<file path="src/rtl/uart_rx.sv">
// uart_rx: 8N1 serial receiver, LSB first, BAUD_END sclk cycles per bit.
// Samples each bit at its centre, rejects start glitches and flags bad stop bits.
module uart_rx #(
    parameter int unsigned BAUD_END = 5208,
    parameter int unsigned BAUD_MID = BAUD_END / 2 - 1
) (
    input  logic       sclk,
    input  logic       s_rst,
    input  logic       rs232_rx,
    output logic [7:0] rx_data,
    output logic       po_flag,
    output logic       frame_err,
    output logic       busy
);
    localparam int unsigned CW = $clog2(BAUD_END);
    localparam logic [CW-1:0] CNT_MID = CW'(BAUD_MID);
    localparam logic [CW-1:0] CNT_END = CW'(BAUD_END - 1);

    localparam logic [1:0] IDLE  = 2'd0;
    localparam logic [1:0] START = 2'd1;
    localparam logic [1:0] DATA  = 2'd2;
    localparam logic [1:0] STOP  = 2'd3;

    logic          rx_s1_q, rx_s2_q, rx_s3_q;
    logic [1:0]    state_q, state_d;
    logic [CW-1:0] baud_cnt_q, baud_cnt_d;
    logic [3:0]    bit_cnt_q, bit_cnt_d;
    logic [7:0]    shift_q, shift_d;
    logic [7:0]    rx_data_q, rx_data_d;
    logic          po_flag_q, po_flag_d;
    logic          frame_err_q, frame_err_d;
    logic          fall;
    logic          sample;
    logic [3:0]    bit_idx;

    assign fall    = !rx_s2_q && rx_s3_q;
    assign sample  = (baud_cnt_q == CNT_MID);
    assign bit_idx = bit_cnt_q - 4'd1;

    always_comb begin
        state_d     = state_q;
        baud_cnt_d  = baud_cnt_q;
        bit_cnt_d   = bit_cnt_q;
        shift_d     = shift_q;
        rx_data_d   = rx_data_q;
        po_flag_d   = 1'b0;
        frame_err_d = 1'b0;
        case (state_q)
            IDLE: begin
                baud_cnt_d = '0;
                bit_cnt_d  = '0;
                if (fall) begin
                    state_d = START;
                end
            end
            default: begin
                baud_cnt_d = (baud_cnt_q == CNT_END) ? '0 : baud_cnt_q + 1'b1;
                if (sample) begin
                    bit_cnt_d = bit_cnt_q + 4'd1;
                    case (state_q)
                        START: begin
                            if (rx_s2_q) begin
                                state_d   = IDLE;
                                bit_cnt_d = '0;
                            end else begin
                                state_d = DATA;
                            end
                        end
                        DATA: begin
                            shift_d[bit_idx[2:0]] = rx_s2_q;
                            if (bit_cnt_q == 4'd8) begin
                                state_d = STOP;
                            end
                        end
                        default: begin
                            // Leave at mid-stop so a back-to-back start edge is still seen.
                            if (rx_s2_q) begin
                                rx_data_d = shift_q;
                                po_flag_d = 1'b1;
                            end else begin
                                frame_err_d = 1'b1;
                            end
                            state_d   = IDLE;
                            bit_cnt_d = '0;
                        end
                    endcase
                end
            end
        endcase
    end

    always_ff @(posedge sclk or posedge s_rst) begin
        if (s_rst) begin
            rx_s1_q     <= 1'b1;
            rx_s2_q     <= 1'b1;
            rx_s3_q     <= 1'b1;
            state_q     <= IDLE;
            baud_cnt_q  <= '0;
            bit_cnt_q   <= '0;
            shift_q     <= '0;
            rx_data_q   <= '0;
            po_flag_q   <= 1'b0;
            frame_err_q <= 1'b0;
        end else begin
            rx_s1_q     <= rs232_rx;
            rx_s2_q     <= rx_s1_q;
            rx_s3_q     <= rx_s2_q;
            state_q     <= state_d;
            baud_cnt_q  <= baud_cnt_d;
            bit_cnt_q   <= bit_cnt_d;
            shift_q     <= shift_d;
            rx_data_q   <= rx_data_d;
            po_flag_q   <= po_flag_d;
            frame_err_q <= frame_err_d;
        end
    end

    assign rx_data   = rx_data_q;
    assign po_flag   = po_flag_q;
    assign frame_err = frame_err_q;
    assign busy      = (state_q != IDLE);
endmodule

</file>
<file path="config.mk">
export PLATFORM = sky130hd
export DESIGN_NAME = uart_rx
export DESIGN_NICKNAME = d
export VERILOG_FILES = /design/src/rtl/uart_rx.sv
export SDC_FILE = /design/constraint.sdc
export NUM_CORES = 1
export LEC_CHECK = 0
export BUFFER_PORTS_ARGS = -buffer_cell sky130_fd_sc_hd__buf_2
export CAP_MARGIN = 20
export CORE_MARGIN = 2
export CORE_UTILIZATION = 40
export DETAILED_ROUTE_END_ITERATION = 6
export GPL_TIMING_DRIVEN = 0
export SKIP_CTS_REPAIR_TIMING = 1
export SKIP_LAST_GASP = 1
export SYNTH_ARGS = -nofsm -noshare
export SYNTH_HDL_FRONTEND = slang
export SYNTH_SLANG_ARGS = --single-unit
</file>
<file path="constraint.sdc">
create_clock -name sclk -period 4.45 [get_ports sclk]
set_input_delay 0.89 -clock sclk [delete_from_list [all_inputs] [get_ports sclk]]
set_output_delay 0.89 -clock sclk [all_outputs]
set_load 0.05 [all_outputs]
</file>
==> impl_metrics.env, run 1 <==
export IMPL_status="complete, no violations"
export IMPL_fin_area_um2=2202
export IMPL_die_area_um2=5475
export IMPL_cts_buffer_depth=2
export IMPL_worst_slew_pin_slew_ns=0.8157
export IMPL_synth_fp_nets=180
export IMPL_post_route_drc_count=0
export IMPL_end_kind="output port"
export IMPL_seq_power_share=0.545
export IMPL_drtAntennaViolNets=0
export IMPL_synth_area_leaders="dfrtp_1, mux2_4, mux2_2, ha_1, dfstp_2"
export IMPL_rsz0062_at_grt="no"
export IMPL_drtPass1Iterations=4
export IMPL_track_usage=0.1503
export IMPL_nNetsFinal=200
export IMPL_maxSlewHeadroom=0.4554
export IMPL_swShare=0.2847
export IMPL_timing_fmax_mhz=383.5
export IMPL_cts_root_buf="clkbuf_8"
export IMPL_drive_gt1_frac=0.2565
export IMPL_cp_required_ns=3.56
export IMPL_synth_top_cell_area_share=0.4725
export IMPL_startpoint_type="flip-flop"
export IMPL_period_needed_ns=2.607
export IMPL_first_global_vias=1394
export IMPL_io_pins=14
export IMPL_synthTopCellsByCount="dfrtp_1, nor2_1, nor4_1, nand2_1, inv_1"
export IMPL_cp_max_fo=10
export IMPL_synth_seq_area_share=0.5128
export IMPL_core_area_um2=4723
export IMPL_route_vias_total=1335
export IMPL_p_per_area_nw_per_um2=349.9
export IMPL_synth_area_leader_cell="dfrtp_1"
export IMPL_p_leak_nw=1.021
export IMPL_clock_skew_ns=0.009374
export IMPL_path_clk_slew_ns=0.07
export IMPL_diodes=0
export IMPL_avgRoutedWirePerCell_um=13.74
export IMPL_cts_made_buffers=5
export IMPL_tns_ns=0
export IMPL_fin_crit_sh=0.5859
export IMPL_comb_power_share=0.130
export IMPL_yosysWarnings=0
export IMPL_drt_total_wl_mm=3.545
export IMPL_arrival_ns=1.72
export IMPL_grt_ovfl_total=0
export IMPL_multi_input_area_um2=875.8
export IMPL_p_switching_uw=219.4
export IMPL_initial_core_util=0.4148
export IMPL_timing_hold_ws_ns=0.3568
export IMPL_synth_edff_count=0
export IMPL_syn_avg_cell_area_um2=11.53
export IMPL_ys_seq_elements=40
export IMPL_setup_violations=0
export IMPL_hold_class="reg -> reg"
export IMPL_htreeDepth=2
export IMPL_die_width_um=73.99
export IMPL_antenna_found_initial=0
export IMPL_synthFlopType="dfrtp_1"
export IMPL_placed_area_um2=2108
export IMPL_hold_viol=0
export IMPL_syn_inst=170
export IMPL_placement_rows=25
export IMPL_critPathKind="reg -> out"
export IMPL_maxCapViolCount=0
export IMPL_gp_congestion=0.9070
export IMPL_yosysMostFrequentCell="dfrtp_1"
export IMPL_yosys_cell_types_count=37
export IMPL_die_h_um=73.99
export IMPL_netlist_area_um2=1959
export IMPL_grt_max_degree=41
export IMPL_dpl_hpwl_mm=2.543
export IMPL_clkLatencyLatePin_ns=0.30
export IMPL_p_int_uw=551.2
export IMPL_cts_sinks=40
export IMPL_total_power_uw=770.5
export IMPL_grt_pass1_wl_mm=6.230
export IMPL_cts_tree="done"
export IMPL_n_fill_cell=467
export IMPL_via_per_inst=5.174
export IMPL_clkPwrFrac=0.325
export IMPL_register_area_um2=1005
export IMPL_async_flop_share=1.000
export IMPL_portBuffers=13
export IMPL_area_delta_synth_final_pct=12.39
export IMPL_dr_first_iter_drc_count=96
export IMPL_slew_viol_final=0
export IMPL_ir_worst_vdd_mv=0.2096
-- routing by layer --
layer | track usage | vias to the layer above | wire (um)
met5 | 0 | - | 0
met4 | 0.07273 | 0 | 81
met3 | 0.05420 | 9 | 136
met2 | 0.2351 | 28 | 1685
met1 | 0.1848 | 652 | 1642
li1 | - | 646 | -
-- cell type report --
type / count / share of cell area
flip-flops and latches: 40 / 0.4562
multi-input cells: 112 / 0.3977
clock buffers: 7 / 0.03920
well taps: 67 / 0.03807
repair buffers: 13 / 0.02955
plain buffers: 9 / 0.02045
inverters: 9 / 0.01534
clock inverters: 1 / 0.003409
-- cells by family after synthesis --
| kind of cell | Yosys count | synth area share |
|---|---|---|
| fa+ha+maj | 7 | 0.04470 |
| flops | 40 | 0.5128 |
| simple gates | 65 | 0.1935 |
| mux | 16 | 0.1054 |
| compound gates | 11 | 0.04535 |
| buf+inv | 18 | 0.04023 |
| xor+xnor | 13 | 0.05811 |
-- sequential cells by signal, indices dropped and copies added (netlist names) --
signal / count
po_flag: 1
rx_s1_q: 1
rx_s3_q: 1
baud_cnt_q: 13
rx_data: 8
state_q: 2
shift_q: 8
rx_s2_q: 1
bit_cnt_q: 4
frame_err: 1
-- final timing paths --
| kind | start | end | slack [ns] | cells after the start |
|---|---|---|---|---|
| max | state_q[0]$_DFFE_PP0P_ | busy | 1.84 | 5 |
| min | rx_s1_q$_DFF_PP1_ | rx_s2_q$_DFF_PP1_ | 0.36 | 0 |
| max reg2reg | state_q[0]$_DFFE_PP0P_ | shift_q[2]$_DFFE_PP0P_ | 2.26 | 7 |
| min reg2reg | rx_s1_q$_DFF_PP1_ | rx_s2_q$_DFF_PP1_ | 0.36 | 0 |
| max in group asynchronous | s_rst | baud_cnt_q[12]$_DFF_PP0_ | 3.18 | 2 |
| min in group asynchronous | s_rst | rx_data[6]$_DFFE_PP0P_ | 0.75 | 2 |
-- metrics by stage --
stage / utilization / worst slack (ns) / std cells
2_1_floorplan: - / 2.405 / 170
6_report: 0.4662 / 1.843 / 258
5_1_grt: 0.4662 / 1.716 / 258
3_3_place_gp: 0.4464 / 2.158 / 250
4_1_cts: 0.4662 / 1.819 / 258
3_5_place_dp: 0.4464 / 2.150 / 250
-- critical path: stages (launching register included) --
cell and delay [ns]:
dfrtp_1 0.41, inv_1 0.11, ha_1 0.15, clkbuf_1 0.37
inv_1 0.14, buf_2 0.24
-- cell usage in the layout (no fill, tap or decap), types with 2 or more instances in the layout --
| cell | instances |
|---|---|
| a31o_2 | 2 |
| and4bb_2 | 2 |
| buf_2 | 15 |
| clkbuf_1 | 6 |
| clkbuf_8 | 6 |
| dfrtp_1 | 37 |
| dfstp_2 | 3 |
| ha_1 | 7 |
| inv_1 | 8 |
| mux2_2 | 8 |
| mux2_4 | 7 |
| nand2_1 | 10 |
| nand3_1 | 6 |
| nand4_1 | 3 |
| nor2_1 | 15 |
| nor2b_1 | 2 |
| nor3_1 | 6 |
| nor4_1 | 12 |
| nor4b_1 | 4 |
| xnor2_1 | 8 |
| xor2_1 | 5 |
-- power by group through the flow --
stage	clock, mW	sequential, mW	combinational (mW)
2_1_floorplan	0	0.418	0.0805
3_3_place_gp	0	0.424	0.0975
3_5_place_dp	0	0.428	0.103
4_1_cts	0.259	0.421	0.104
5_1_grt	0.277	0.424	0.118
6_report	0.250	0.420	0.100
(Power assumes the default switching activity.)
==> run 2, diff against run 1 <==
ABC_AREA = 1   (was not set)
clock period = 2.65 ns   (was 4.45 ns; I/O delays follow)
==> run 2 against run 1 <==
Effect of this change: die area grew 12%; clock skew decreased by 0.00067 ns; clock power rose by 98%; register-to-register slack worse by 1.4 ns; synthesized cell count up 69%; global-route usage increased by 0.89 points; critical path depth increased by 1; largest cell class is now multi-input combinational cells; highest routed layer unchanged.
==> impl_metrics.env, run 2 <==
export IMPL_synthTopCellsByCount="nand2_1, nor2_1, inv_1, dfrtp_1, nand3_1"
export IMPL_cts_buffer_depth=2
export IMPL_p_int_mw=1.001
export IMPL_largest_reg_flops=13
export IMPL_cts_made_buffers=5
export IMPL_slew_viol_final=0
export IMPL_synthXorXnorAreaFrac=0.01188
export IMPL_yosysWarnings=0
export IMPL_startpoint_type="flip-flop"
export IMPL_critPathKind="reg -> out"
export IMPL_tns_ns=0
export IMPL_yosys_area_share_simple=0.3609
export IMPL_placement_rows=27
export IMPL_cp_required_ns=2.12
export IMPL_synthFlopType="dfrtp_1"
export IMPL_track_usage=0.1591
export IMPL_seq_power_share=0.456
export IMPL_cp_max_fo=10
export IMPL_rrSetupSlack_ns=0.88
export IMPL_cts_tree="done"
export IMPL_die_area_um2=6141
export IMPL_max_stage_delay_ns=0.42
export IMPL_synth_compound_area_frac=0.04977
export IMPL_async_flop_share=1.000
export IMPL_drive_gt1_frac=0.1521
export IMPL_hold_class="in -> reg"
export IMPL_hp_start="rs232_rx"
export IMPL_synth_seq_area_share=0.4542
export IMPL_nNetsFinal=318
export IMPL_clkLatencyLatePin_ns=0.29
export IMPL_dr_first_iter_drc_count=69
export IMPL_end_kind="output port"
export IMPL_reg2reg_to="shift_q[2]$_DFFE_PP0P_"
export IMPL_worst_r2r_path_depth=8
export IMPL_synth_top_family_by_area="simple AND/OR/NAND/NOR gates"
export IMPL_die_h_um=78.37
export IMPL_final_core_util=0.4550
export IMPL_clock_skew_ns=0.008700
export IMPL_r2r_start="bit_cnt_q[0]$_DFFE_PP0P_"
export IMPL_io_pins=14
export IMPL_fin_cells=381
export IMPL_path_cells="inv_1 > ha_1 > buf_2 > clkinv_1 > buf_2 > buf_2"
export IMPL_register_area_um2=1005
export IMPL_initial_core_util=0.4067
export IMPL_comb_power_share=0.209
export IMPL_netlist_area_um2=2212
export IMPL_critPathSlowestCell="dfrtp_1"
export IMPL_swShare=0.3206
export IMPL_worst_slew_pin_slew_ns=0.8340
export IMPL_area_delta_synth_final_pct=11.88
export IMPL_p_per_area_nw_per_um2=595.1
export IMPL_p_switching_uw=472.2
export IMPL_diodes=0
export IMPL_drt_total_wl_mm=4.337
export IMPL_largest_register="baud_cnt_q"
export IMPL_place_inst=373
export IMPL_cts_root_buf="clkbuf_8"
export IMPL_syn_inst=288
export IMPL_rsz0062_at_grt="no"
export IMPL_multi_input_area_um2=1022
export IMPL_drtPass1Iterations=5
export IMPL_antenna_found_initial=0
export IMPL_n_fill_cell=547
export IMPL_mostFrequentLayoutCells="nand2_1, nor2_1, inv_1, dfrtp_1, nand3_1"
export IMPL_drtAntennaViolNets=0
export IMPL_grt_max_degree=41
export IMPL_timing_hold_ws_ns=0.3341
export IMPL_clkPwrFrac=0.335
export IMPL_ys_seq_elements=40
export IMPL_avgRoutedWirePerCell_um=11.38
export IMPL_synth_area_leaders="dfrtp_1, nand2_1, nor2_1, nand3_1, inv_1"
export IMPL_portBuffers=13
export IMPL_route_vias_total=1836
export IMPL_post_route_drc_count=0
export IMPL_syn_avg_cell_area_um2=7.681
export IMPL_synth_area_leader_cell="dfrtp_1"
export IMPL_synth_fp_nets=298
export IMPL_maxSlewHeadroom=0.4432
export IMPL_cts_sinks=40
export IMPL_arrival_ns=1.93
export IMPL_hold_viol=0
export IMPL_p_leak_nw=1.241
export IMPL_maxCapViolCount=0
export IMPL_synthMuxAreaShare=0
export IMPL_synth_top_cell_area_share=0.4186
export IMPL_status="complete, no violations"
export IMPL_grt_pass1_wl_mm=7.776
export IMPL_period_needed_ns=2.461
export IMPL_ir_worst_vdd_mv=0.2359
export IMPL_crit_start="state_q[0]$_DFFE_PP0P_"
export IMPL_synth_fa_ha_area_frac=0.03959
export IMPL_gp_congestion=0.8656
export IMPL_dpl_hpwl_mm=3.192
export IMPL_fin_crit_sh=0.9285
export IMPL_timing_fmax_mhz=406.4
export IMPL_yosys_cell_types_count=21
export IMPL_die_width_um=78.37
export IMPL_core_area_um2=5439
export IMPL_endpoint="busy"
export IMPL_yosysMostFrequentCell="nand2_1"
export IMPL_via_per_inst=4.819
export IMPL_final_common_cell="nand2_1"
export IMPL_setup_violations=0
export IMPL_path_clk_slew_ns=0.08
export IMPL_cp_common_cell="buf_2"
export IMPL_grt_ovfl_total=0
export IMPL_first_global_vias=1755
export IMPL_synth_edff_count=0
export IMPL_htreeDepth=2
## run 2: area by class of cell
cell class,count,area share
multi-input combinational,202,0.4130
sequential,40,0.4060
inverter,41,0.06218
tap,72,0.03640
clock buffer,6,0.02932
timing repair buffer,13,0.02629
clock inverter,2,0.01416
buffer,5,0.01264
## run 2: power groups by stage
stage	logic (mW)	clock network (mW)	registers, mW
2_1_floorplan	0.235	0	0.676
3_3_place_gp	0.303	0	0.682
3_5_place_dp	0.313	0	0.685
4_1_cts	0.313	0.506	0.672
5_1_grt	0.360	0.534	0.678
6_report	0.308	0.494	0.671
## run 2: critical path, delay by kind of cell, from the launching register on
kind | cells | cell delay (ns)
buffers and inverters | 5 | 1.07
flip-flops | 1 | 0.42
adder cells (fa/ha/maj) | 1 | 0.15
## run 2: metal layers
| layer | up-vias | share of wire | GRT usage |
|---|---|---|---|
| met5 | - | 0 | 0 |
| met4 | 0 | 0.0055 | 0.03158 |
| met3 | 2 | 0.029 | 0.03793 |
| met2 | 23 | 0.48 | 0.2716 |
| met1 | 860 | 0.49 | 0.2072 |
| li1 | 951 | - | - |
## run 2: kinds of logic (layout without fill, tap and decap cells)
| family | count (synthesis) | after routing |
|---|---|---|
| and+or+nand+nor | 176 | 176 |
| buffers and inverters | 46 | 67 |
| xor gates and xnor gates | 3 | 3 |
| AOI/OAI and AO/OA | 16 | 16 |
| DFF | 40 | 40 |
| adders and majority gates | 7 | 7 |
## run 2: metrics by stage
| step | area (um2) | power, mW | setup slack [ns] |
|---|---|---|---|
| 6_report | 2475 | 1.473 | 0.1894 |
| 5_1_grt | 2475 | 1.571 | 0.03620 |
| 4_1_cts | 2475 | 1.491 | 0.1778 |
| 3_5_place_dp | 2367 | 0.9977 | 0.4999 |
| 3_3_place_gp | 2367 | 0.9856 | 0.5241 |
| 2_1_floorplan | 2212 | 0.9114 | 0.8961 |
## run 2: worst min path at each step
stage	cells past startpoint	end	slack, ns
final	1	rx_s1_q$_DFF_PP1_	0.33
after detailed placement	0	rx_s2_q$_DFF_PP1_	0.35
after CTS	1	rx_s1_q$_DFF_PP1_	0.33
after global routing	1	rx_s1_q$_DFF_PP1_	0.32
after global placement	0	rx_s2_q$_DFF_PP1_	0.35
after floorplan	0	rx_s2_q$_DFF_PP1_	0.35
==> run 3, diff against run 2 <==
CORE_UTILIZATION = 39   (was 40)
==> run 3 against run 2 <==
Effect of this change: register-to-register slack is essentially flat; sequential cell count is the same; core utilization is 0.49 points lower; clock-buffer cell count down 1; global-route usage fell by 0.41 points; setup slack better by 0.019 ns; clock power increased by 1%; via count grew 0.11%.
==> impl_metrics.env, run 3 (synthesized netlist as in run 2, its figures left out) <==
export IMPL_diodes=0
export IMPL_status="complete, no violations"
export IMPL_final_common_cell="nand2_1"
export IMPL_drtPass1Iterations=5
export IMPL_cp_required_ns=2.12
export IMPL_path_delay_family="buffers and inverters"
export IMPL_setup_violations=0
export IMPL_startpoint_type="flip-flop"
export IMPL_critPathKind="reg -> out"
export IMPL_die_width_um=79.32
export IMPL_core_area_um2=5507
export IMPL_cts_made_buffers=5
export IMPL_portBuffers=13
export IMPL_hold_class="in -> reg"
export IMPL_maxSlewHeadroom=0.4581
export IMPL_cts_buffer_depth=2
export IMPL_timing_fmax_mhz=409.6
export IMPL_dpl_hpwl_mm=3.201
export IMPL_dp_slack_ns=0.5289
export IMPL_setup_ws_ns=0.2086
export IMPL_die_area_um2=6291
export IMPL_n_fill_cell=561
export IMPL_cts_root_buf="clkbuf_8"
export IMPL_drive_gt1_frac=0.1553
export IMPL_placement_rows=27
export IMPL_grt_max_degree=41
export IMPL_worst_slew_pin_slew_ns=0.8117
export IMPL_max_stage_delay_ns=0.42
export IMPL_multi_input_area_um2=1022
export IMPL_endpoint="busy"
export IMPL_critPathSlowestCell="dfrtp_1"
export IMPL_cts_tree="done"
export IMPL_ir_worst_vdd_mv=0.2294
export IMPL_path_cells="inv_1 > ha_1 > buf_2 > clkinv_1 > buf_2 > buf_2"
export IMPL_cp_common_cell="buf_2"
export IMPL_grt_pass1_wl_mm=7.631
export IMPL_worst_r2r_path_depth=8
export IMPL_hold_viol=0
export IMPL_fin_area_um2=2479
export IMPL_rrSetupSlack_ns=0.88
export IMPL_register_area_um2=1005
export IMPL_reg2reg_to="shift_q[3]$_DFFE_PP0P_"
export IMPL_end_kind="output port"
export IMPL_track_usage=0.1551
export IMPL_path_clk_slew_ns=0.08
export IMPL_dr_first_iter_drc_count=100
export IMPL_r2r_start="bit_cnt_q[0]$_DFFE_PP0P_"
export IMPL_gp_congestion=0.7944
export IMPL_antenna_found_initial=0
export IMPL_avgRoutedWirePerCell_um=11.35
export IMPL_fin_crit_sh=0.9213
export IMPL_io_pins=14
export IMPL_drtAntennaViolNets=0
export IMPL_p_per_area_nw_per_um2=594.1
export IMPL_via_per_inst=4.824
export IMPL_mostFrequentLayoutCells="nand2_1, nor2_1, inv_1, dfrtp_1, nand3_1"
export IMPL_clock_skew_ns=0.007185
export IMPL_largest_reg_flops=13
export IMPL_slew_viol_final=0
export IMPL_timing_critical_path_buf_inv=5
export IMPL_nNetsFinal=318
export IMPL_cp_num_cells=6
export IMPL_post_route_drc_count=0
export IMPL_route_vias_total=1838
export IMPL_drt_total_wl_mm=4.326
export IMPL_crit_start="state_q[0]$_DFFE_PP0P_"
export IMPL_cp_max_fo=10
export IMPL_cts_sinks=40
export IMPL_rsz0062_at_grt="no"
export IMPL_p_leak_nw=1.240
export IMPL_initial_core_util=0.4017
export IMPL_placed_area_um2=2367
export IMPL_die_h_um=79.32
export IMPL_grt_ovfl_total=0
export IMPL_first_global_vias=1675
export IMPL_area_delta_synth_final_pct=12.05
export IMPL_period_needed_ns=2.441
export IMPL_clkLatencyLatePin_ns=0.29
export IMPL_largest_register="baud_cnt_q"
export IMPL_tns_ns=0
export IMPL_maxCapViolCount=0
export IMPL_arrival_ns=1.91
export IMPL_htreeDepth=2
==> run 3: changes by cell type in the layout (fill, tap and decap cells not counted), sizes merged <==
cell	delta
clkinvlp	+1
clkbuf	-1
==> run 3: final cells by class <==
| class | instances | area share |
|---|---|---|
| Sequential cell | 40 | 0.4053 |
| Clock inverter | 3 | 0.01716 |
| Multi-Input combinational cell | 202 | 0.4124 |
| Buffer | 5 | 0.01262 |
| Tap cell | 72 | 0.03635 |
| Timing Repair Buffer | 13 | 0.02625 |
| Clock buffer | 5 | 0.02776 |
| Inverter | 41 | 0.06209 |
==> run 3: worst min-delay path by stage <==
stage | to | start | cells after the start | slack [ns]
final | rx_s1_q$_DFF_PP1_ | rs232_rx | 1 | 0.33
after global routing | rx_s1_q$_DFF_PP1_ | rs232_rx | 1 | 0.32
after CTS | rx_s1_q$_DFF_PP1_ | rs232_rx | 1 | 0.32
after detailed placement | rx_s2_q$_DFF_PP1_ | rx_s1_q$_DFF_PP1_ | 0 | 0.35
after global placement | rx_s2_q$_DFF_PP1_ | rx_s1_q$_DFF_PP1_ | 0 | 0.35
after floorplan | rx_s2_q$_DFF_PP1_ | rx_s1_q$_DFF_PP1_ | 0 | 0.35
==> run 3: stage by stage <==
stage / hold slack [ns] / instances / utilization / power [mW]
detailed placement: 0.3479 / 373 / 0.4299 / 0.9888
finish: 0.3313 / 381 / 0.4501 / 1.473
global route: 0.3219 / 381 / 0.4501 / 1.564
CTS: 0.3235 / 381 / 0.4501 / 1.491
global placement: 0.3470 / 373 / 0.4299 / 0.9859
floorplan: 0.3452 / 288 / - / 0.9114
==> run 3: report_power, final <==
group / leakage, nW / internal, mW / switching [mW]
logic: 0.643 / 0.0767 / 0.227
clock network: 0.0541 / 0.279 / 0.220
registers: 0.543 / 0.644 / 0.0272
==> run 3: worst reg2reg max path, cell delays in order (launching register included) <==
cell and delay, ns:
dfrtp_1 0.45, clkinv_1 0.25, ha_1 0.41, inv_1 0.09, nand3_1 0.10, nor2_1 0.15
nand4_1 0.10, nand2_1 0.07, nand2_1 0.05
==> run 3: per-layer routing <==
layer	global-route usage	vias up	share of wire
met5	0	-	0
met4	0.06897	0	0.0099
met3	0.02955	5	0.042
met2	0.2432	38	0.45
met1	0.2079	838	0.50
li1	-	957	-
